$ cat config.mk
export PLATFORM = sky130hd
export DESIGN_NAME = present_key_schedule
export DESIGN_NICKNAME = d
export VERILOG_FILES = /design/src/rtl/present_key_schedule.sv
export SDC_FILE = /design/constraint.sdc
export NUM_CORES = 1
export LEC_CHECK = 0
export ABC_AREA = 1
export ABC_CLOCK_PERIOD_IN_PS = 7200
export BUFFER_PORTS_ARGS = -buffer_cell sky130_fd_sc_hd__buf_2
export CAP_MARGIN = 15
export CORE_AREA = 5 5 160 131
export DETAILED_ROUTE_END_ITERATION = 10
export DIE_AREA = 0 0 165 136
export GPL_ROUTABILITY_DRIVEN = 0
export PLACE_DENSITY = 0.5
export SLEW_MARGIN = 20
export SYNTH_ARGS = -nofsm -noshare
export SYNTH_HDL_FRONTEND = slang
export SYNTH_HIERARCHICAL = 1
export SYNTH_SLANG_ARGS = --single-unit
$ cat constraint.sdc
create_clock -name clk_i -period 7.2 [get_ports clk_i]
set_input_delay 0.36 -clock clk_i [delete_from_list [all_inputs] [get_ports clk_i]]
set_output_delay 0.36 -clock clk_i [all_outputs]
set_load 0.005 [all_outputs]
$ cat src/rtl/present_key_schedule.sv
// PRESENT key-schedule engine: expands an 80- or 128-bit user key into round keys
// K1..K32, presenting one per valid/ready handshake.

module present_sbox (
    input  logic [3:0] x_i,
    output logic [3:0] y_c_o
);
    always_comb begin
        y_c_o = 4'h0;
        case (x_i)
            4'h0: y_c_o = 4'hC;
            4'h1: y_c_o = 4'h5;
            4'h2: y_c_o = 4'h6;
            4'h3: y_c_o = 4'hB;
            4'h4: y_c_o = 4'h9;
            4'h5: y_c_o = 4'h0;
            4'h6: y_c_o = 4'hA;
            4'h7: y_c_o = 4'hD;
            4'h8: y_c_o = 4'h3;
            4'h9: y_c_o = 4'hE;
            4'hA: y_c_o = 4'hF;
            4'hB: y_c_o = 4'h8;
            4'hC: y_c_o = 4'h4;
            4'hD: y_c_o = 4'h7;
            4'hE: y_c_o = 4'h1;
            default: y_c_o = 4'h2;
        endcase
    end
endmodule

module present_key_schedule #(
    parameter int unsigned KEY_WIDTH = 80
) (
    input  logic                 clk_i,
    input  logic                 rst_i,
    input  logic                 start_i,
    input  logic [KEY_WIDTH-1:0] key_i,
    output logic [63:0]          round_key_o,
    output logic                 round_key_valid_o,
    input  logic                 round_key_ready_i,
    output logic [4:0]           round_idx_o,
    output logic                 busy_o,
    output logic                 done_o
);
    localparam int unsigned KW    = KEY_WIDTH;
    localparam int unsigned RK_W  = 64;
    localparam int unsigned IDX_W = 5;

    localparam logic [0:0] ST_IDLE = 1'b0;
    localparam logic [0:0] ST_EMIT = 1'b1;

    localparam logic [IDX_W-1:0] LAST_IDX = IDX_W'(31);

    if (KW != 80 && KW != 128) begin : g_bad_width
        $error("present_key_schedule: KEY_WIDTH must be 80 or 128");
    end

    logic [0:0]       state_q, state_d;
    logic [KW-1:0]    key_q, key_d;
    logic [IDX_W-1:0] cnt_q, cnt_d;
    logic             valid_q, valid_d;
    logic             busy_q, busy_d;
    logic             done_q, done_d;

    logic [KW-1:0]    key_rot;
    logic [KW-1:0]    key_upd;
    logic [IDX_W-1:0] rc;

    // Round counter for the key being produced is one ahead of the presented index.
    assign rc      = IDX_W'(cnt_q + IDX_W'(1));
    assign key_rot = {key_q[KW-62:0], key_q[KW-1:KW-61]};

    if (KW == 80) begin : g_k80
        logic [3:0] sbox_hi;
        present_sbox u_sbox_hi (.x_i(key_rot[79:76]), .y_c_o(sbox_hi));
        assign key_upd = {sbox_hi, key_rot[75:20], key_rot[19:15] ^ rc, key_rot[14:0]};
    end else begin : g_k128
        logic [3:0] sbox_hi;
        logic [3:0] sbox_lo;
        present_sbox u_sbox_hi (.x_i(key_rot[127:124]), .y_c_o(sbox_hi));
        present_sbox u_sbox_lo (.x_i(key_rot[123:120]), .y_c_o(sbox_lo));
        assign key_upd = {sbox_hi, sbox_lo, key_rot[119:67], key_rot[66:62] ^ rc, key_rot[61:0]};
    end

    // Next-state and registered-output decode.
    always_comb begin
        state_d = state_q;
        key_d   = key_q;
        cnt_d   = cnt_q;
        done_d  = 1'b0;
        case (state_q)
            ST_IDLE: begin
                if (start_i) begin
                    key_d   = key_i;
                    cnt_d   = '0;
                    state_d = ST_EMIT;
                end
            end
            default: begin
                if (round_key_ready_i) begin
                    if (cnt_q == LAST_IDX) begin
                        state_d = ST_IDLE;
                        done_d  = 1'b1;
                    end else begin
                        key_d = key_upd;
                        cnt_d = IDX_W'(cnt_q + IDX_W'(1));
                    end
                end
            end
        endcase
        valid_d = (state_d == ST_EMIT);
        busy_d  = (state_d == ST_EMIT);
    end

    always_ff @(posedge clk_i or posedge rst_i) begin
        if (rst_i) begin
            state_q <= ST_IDLE;
            key_q   <= '0;
            cnt_q   <= '0;
            valid_q <= 1'b0;
            busy_q  <= 1'b0;
            done_q  <= 1'b0;
        end else begin
            state_q <= state_d;
            key_q   <= key_d;
            cnt_q   <= cnt_d;
            valid_q <= valid_d;
            busy_q  <= busy_d;
            done_q  <= done_d;
        end
    end

    assign round_key_o       = key_q[KW-1 -: RK_W];
    assign round_key_valid_o = valid_q;
    assign round_idx_o       = cnt_q;
    assign busy_o            = busy_q;
    assign done_o            = done_q;
endmodule

==> impl_metrics.yaml, run 1 <==
grt:
  track_usage: 0.119
  grt_pass1_vias: 3774
  grt.overflow.total: 0
  grt_pass1_wl_um: 20800
  antenna_found_initial: 0
  grt_max_degree: 96
cells_and_area:
  syn_to_final_growth_pct: 15.7
  fin_util: 0.282
  final_cell_mix: "188 x nand2_1, 155 x buf_2, 86 x dfrtp_1"
  fillers: 2179
  design_area_um2: 5460
  fin_cells: 931
  mostFrequentLayoutCell: "nand2_1"
  final_nets: 753
  drive_gt1_frac: 0.273
  diodes: 0
timing:
  whs_ns: 0.0766
  setup_viol: 0
  fmax_mhz: 312
  fin_setup_tns_ns: 0
  hold_violations: 0
  relSlewSlack: 0.356
  fin_ws_ns: 4.00
  rsz0062_at_grt: "no"
  min_period_ns: 3.20
  worstMarginPinSlew_ns: 0.967
  min_period_over_period: 0.445
  finClkSkew_ns: 0.00625
  maxSlewViolCount: 0
route:
  ant_nets: 0
  drc_errors: 0
  firstDrtPassIters: 4
  vias_per_cell: 4.36
  vias: 4060
  routed_wl_um: 13500
  wl_per_cell_um: 14.5
  drt_iter0_drc: 272
status:
  outcome: "complete, no violations"
floorplanning:
  design.die.area_um2: 22400
  initial_core_util: 0.244
  dieHeight_um: 136
  placementRows: 46
  die_width_um: 165
  core_um2: 19300
  ios: 156
yosys:
  yosys_warnings: 6
  synthFlopType: "dfrtp_1"
  synth_compound_area_frac: 0.125
  synth_edf_count: 0
  ys_seq_elements: 87
  synthesis.nets: 684
  synth-simple-area-share: 0.229
  yosysUniqueCellTypes: 25
  yosys.area_share.adder: 0.0186
  synthXorXnorAreaFrac: 0.00186
  syn_avg_cell_area_um2: 7.96
  synth_cells: 593
  async_flop_share: 1.00
  synth.area.mux_share: 0
  netlist_area_um2: 4720
  ys_seq_area_frac: 0.461
  synth_top_family_by_area: "simple AND/OR/NAND/NOR gates"
power:
  ir_worst_vdd_uv: 115
  power.leakage_nw: 2.66
  power.density_nw_per_um2: 366
  totalPowerFinal_mw: 2.00
worst_setup_path:
  cp_data_required_time_ns: 7.45
  crit_arrival_ns: 3.46
  crit_chain: "buf_4, nand3_2, nand2_4, buf_4, o211ai_1, o21ai_0"
  cpPeakStageDelay_ns: 0.77
  crit_path_top_delay_cell: "buf_4"
  cpMostUsedCell: "buf_4"
  cp-start-kind: "register"
  critPathMaxFanout: 95
  endpoint_kind: "register"
  critPathKind: "register to register"
clocking:
  clkTransAtPathRegs_ns: 0.07
  cts_setup_buffers: 0
  ctsResizeCount: 0
  ctsRootBufferMaster: "clkbuf_16"
  numCtsBuffers: 9
  cts_tree: "yes"
  cts_buffer_depth: 2
  cts_hold_buf: 0
  cts_sinks: 87
  htree_levels: 3
  clkLatencyLatePin_ns: 0.34
placed_design:
  dp_hpwl_um: 9630
  dpl_worst_slack_ns: 3.94
  placed_area_um2: 5170
  dp.cells: 915
  io_buffers: 155
worst_hold_path:
  worstHoldPathType: "primary input to asynchronous set/reset pin"
run:
  maxCapViolations: 0
==> layout make-up <==
cell class / instances / area [µm²] / area share
Sequential cell: 87 / 2180 / 0.399
Multi-Input combinational cell: 383 / 1770 / 0.324
Timing Repair Buffer: 159 / 806 / 0.148
Tap cell: 264 / 330 / 0.0605
Clock buffer: 10 / 229 / 0.0419
Inverter: 22 / 85.1 / 0.0156
Clock inverter: 6 / 61.3 / 0.0112
==> synthesized netlist by cell type (2+ instances only) <==
cell | number | area share
a22oi_1 | 2 | 0.0032
ha_1 | 7 | 0.019
nand2_1 | 188 | 0.15
o211ai_1 | 4 | 0.0064
a31oi_1 | 71 | 0.094
nor2_1 | 76 | 0.060
o21ai_0 | 9 | 0.0095
buf_6 | 3 | 0.0072
o21ai_1 | 5 | 0.0053
nand3_1 | 8 | 0.0085
a21oi_1 | 5 | 0.0053
dfrtp_1 | 87 | 0.46
inv_1 | 21 | 0.017
buf_4 | 70 | 0.11
clkbuf_1 | 7 | 0.0056
buf_2 | 21 | 0.022
==> where the power goes <==
| part | switching, mW | internal, mW |
|---|---|---|
| Sequential | 0.186 | 0.675 |
| Combinational | 0.368 | 0.305 |
| Clock | 0.199 | 0.268 |
==> path summary, 6_finish.rpt <==
kind	start	end	slack, ns	cells past startpoint
worst max-delay path	busy_o$_DFF_PP0_	key_q[35]$_DFFE_PP0P_	4.00	6
max in group asynchronous	rst_i	key_q[28]$_DFFE_PP0P_	6.10	3
min in group clk_i	key_i[61]	key_q[61]$_DFFE_PP0P_	0.27	3
worst max register to register	busy_o$_DFF_PP0_	key_q[35]$_DFFE_PP0P_	4.00	6
worst min-delay path	rst_i	key_q[75]$_DFFE_PP0P_	0.08	2
worst min register to register	key_q[1]$_DFFE_PP0P_	key_q[62]$_DFFE_PP0P_	0.55	2
==> sequential cells by signal, summed over array words and instances, names as in the netlist <==
register,flops
key_q,80
round_idx_o,5
busy_o,1
done_o,1
==> routing by layer <==
layer,vias up,share of wire,global-route usage
met4,0,0.017,0.0365
met5,-,0,0
met3,16,0.061,0.0330
met2,116,0.43,0.175
met1,1925,0.49,0.169
li1,2003,-,-
==> cells by family (layout without fill, tap and decap cells) <==
| family | Yosys count | after routing |
|---|---|---|
| AOI/OAI and AO/OA | 97 | 97 |
| DFF | 87 | 87 |
| buffers and inverters | 123 | 197 |
| and+or+nand+nor | 278 | 278 |
| xor gates and xnor gates | 1 | 1 |
| adders and majority gates | 7 | 7 |
==> worst max-delay path: cells and delay by family (launching register included) <==
family                 cells  cell delay (ns)
AOI/OAI and AO/OA          2             0.30
buffers and inverters      2             1.44
DFF                        1             0.41
and+or+nand+nor            2             0.83
Power figures use the tool's default switching activity.
==> run 2, diff against run 1 <==
ABC_CLOCK_PERIOD_IN_PS = 3000   (was 7200)
clock period = 3 ns   (was 7.2 ns; I/O delays follow)
==> impl_metrics.yaml, run 2 (synthesis results as in run 1) <==
timing:
  hold_violations: 0
  finClkSkew_ns: 0.00666
  worstMarginPinSlew_ns: 0.828
  setup_viol: 0
  maxSlewViolCount: 0
  min_period_ns: 2.28
  rsz0062_at_grt: "no"
  fin_setup_tns_ns: 0
  whs_ns: 0.0604
  fmax_mhz: 439
  relSlewSlack: 0.448
  min_period_over_period: 0.759
cells_and_area:
  largest_register: "key_q"
  final_nets: 756
  design_area_um2: 5550
  final_cell_mix: "188 x nand2_1, 155 x buf_2, 86 x dfrtp_1"
  fin_cells: 933
  syn_to_final_growth_pct: 17.6
  mostFrequentLayoutCell: "nand2_1"
  fin_util: 0.287
  fillers: 2166
  seqCellArea_um2: 2180
  largest_reg_flops: 80
  diodes: 0
  multi_input_area_um2: 1770
  drive_gt1_frac: 0.272
grt:
  track_usage: 0.121
  antenna_found_initial: 0
  grt.overflow.total: 0
  grt_pass1_wl_um: 21000
  grt_pass1_vias: 3774
  grt_max_degree: 78
worst_setup_path:
  crit_arrival_ns: 2.50
  cp-start-kind: "register"
  endpoint_kind: "register"
  critPathKind: "register to register"
  critPathMaxFanout: 37
  cp_data_required_time_ns: 3.23
clocking:
  cts_setup_buffers: 0
  ctsRootBufferMaster: "clkbuf_16"
  clkLatencyLatePin_ns: 0.34
  clkTransAtPathRegs_ns: 0.06
  cts_sinks: 87
  numCtsBuffers: 9
  cts_buffer_depth: 2
  cts_tree: "yes"
  htree_levels: 3
power:
  pwr-share-comb: 0.329
  p_sw_mw: 1.79
  pwr-share-clk: 0.247
  switching_share: 0.365
  p_int_mw: 3.11
  seq_power_share: 0.424
  power.leakage_nw: 2.70
  ir_worst_vdd_uv: 277
  power.density_nw_per_um2: 885
floorplanning:
  ios: 156
  dieHeight_um: 136
  die_width_um: 165
  initial_core_util: 0.244
  core_um2: 19300
  placementRows: 46
  design.die.area_um2: 22400
run:
  maxCapViolations: 0
route:
  vias_per_cell: 4.24
  drc_errors: 0
  firstDrtPassIters: 5
  ant_nets: 0
  wl_per_cell_um: 14.6
  drt_iter0_drc: 260
  vias: 3958
  routed_wl_um: 13600
placed_design:
  dp_hpwl_um: 9900
  dp.cells: 917
  placed_area_um2: 5220
  io_buffers: 155
worst_hold_path:
  worstHoldPathType: "primary input to register"
status:
  outcome: "complete, no violations"
-- run 2: cell count changes in the layout (fill, tap and decap cells not counted) --
cell           previous run  this run
clkbuf_1                  1         2
bufinv_16                 1         2
clkinv_2                  3         0
dlygate4sd3_1             0         1
clkinv_4                  1         0
buf_4                     4         3
clkbuf_8                  0         1
buf_12                    0         3
-- run 2: power by group through the flow --
stage | logic (mW) | registers [mW] | clock network (mW)
finish | 1.61 | 2.08 | 1.21
global route | 1.87 | 2.16 | 1.31
CTS | 1.66 | 2.10 | 1.26
detailed placement | 1.65 | 2.11 | 0
global placement | 1.64 | 2.11 | 0
floorplan | 1.51 | 1.92 | 0
-- run 2: final cells by class --
class | instances | area share
Tap cell | 264 | 0.0595
Timing Repair Buffer | 162 | 0.157
Clock inverter | 3 | 0.0122
Multi-Input combinational cell | 383 | 0.319
Inverter | 22 | 0.0153
Sequential cell | 87 | 0.393
Clock buffer | 12 | 0.0444
-- run 2: metal layers --
metal | wire (µm) | part of all wire | global-route usage | vias up
li1 | - | - | - | 2012
met1 | 6550 | 0.48 | 0.171 | 1822
met5 | 0 | 0 | 0 | -
met4 | 131 | 0.0096 | 0.0319 | 0
met2 | 6070 | 0.45 | 0.185 | 115
met3 | 825 | 0.061 | 0.0300 | 9
-- run 2: timing repair --
action | CTS | global route
resized for setup | 0 | 0
hold buffers | 1 | 0
endpoints found under the hold margin | 38 | 0
-- run 2: stage by stage --
step	power [mW]	worst slack, ns
3_5_place_dp	3.76	0.688
3_3_place_gp	3.76	0.745
4_1_cts	5.01	0.665
5_1_grt	5.34	0.530
2_1_floorplan	3.42	0.600
6_report	4.91	0.724
-- run 2: critical path: stages, from the launching register on --
cell and delay, ns:
dfrtp_1 0.45, ha_1 0.24, nand2_1 0.10, nor2_1 0.05
ha_1 0.19, inv_1 0.06, nand3_2 0.14, nand2_4 0.37
inv_1 0.29, a21oi_1 0.18, a21oi_1 0.08
-- run 2: path summary, 6_finish.rpt --
| path | startpoint | to | slack [ns] | cells after the start |
|---|---|---|---|---|
| hold reg to reg | key_q[6]$_DFFE_PP0P_ | key_q[67]$_DFFE_PP0P_ | 0.54 | 2 |
| min in group asynchronous | rst_i | key_q[75]$_DFFE_PP0P_ | 0.41 | 3 |
| hold / removal | key_i[36] | key_q[36]$_DFFE_PP0P_ | 0.06 | 3 |
| setup reg to reg | round_idx_o[0]$_DFFE_PP0P_ | key_q[17]$_DFFE_PP0P_ | 0.72 | 10 |
| max in group asynchronous | rst_i | key_q[22]$_DFFE_PP0P_ | 1.92 | 4 |
| setup / recovery | round_idx_o[0]$_DFFE_PP0P_ | key_q[17]$_DFFE_PP0P_ | 0.72 | 10 |
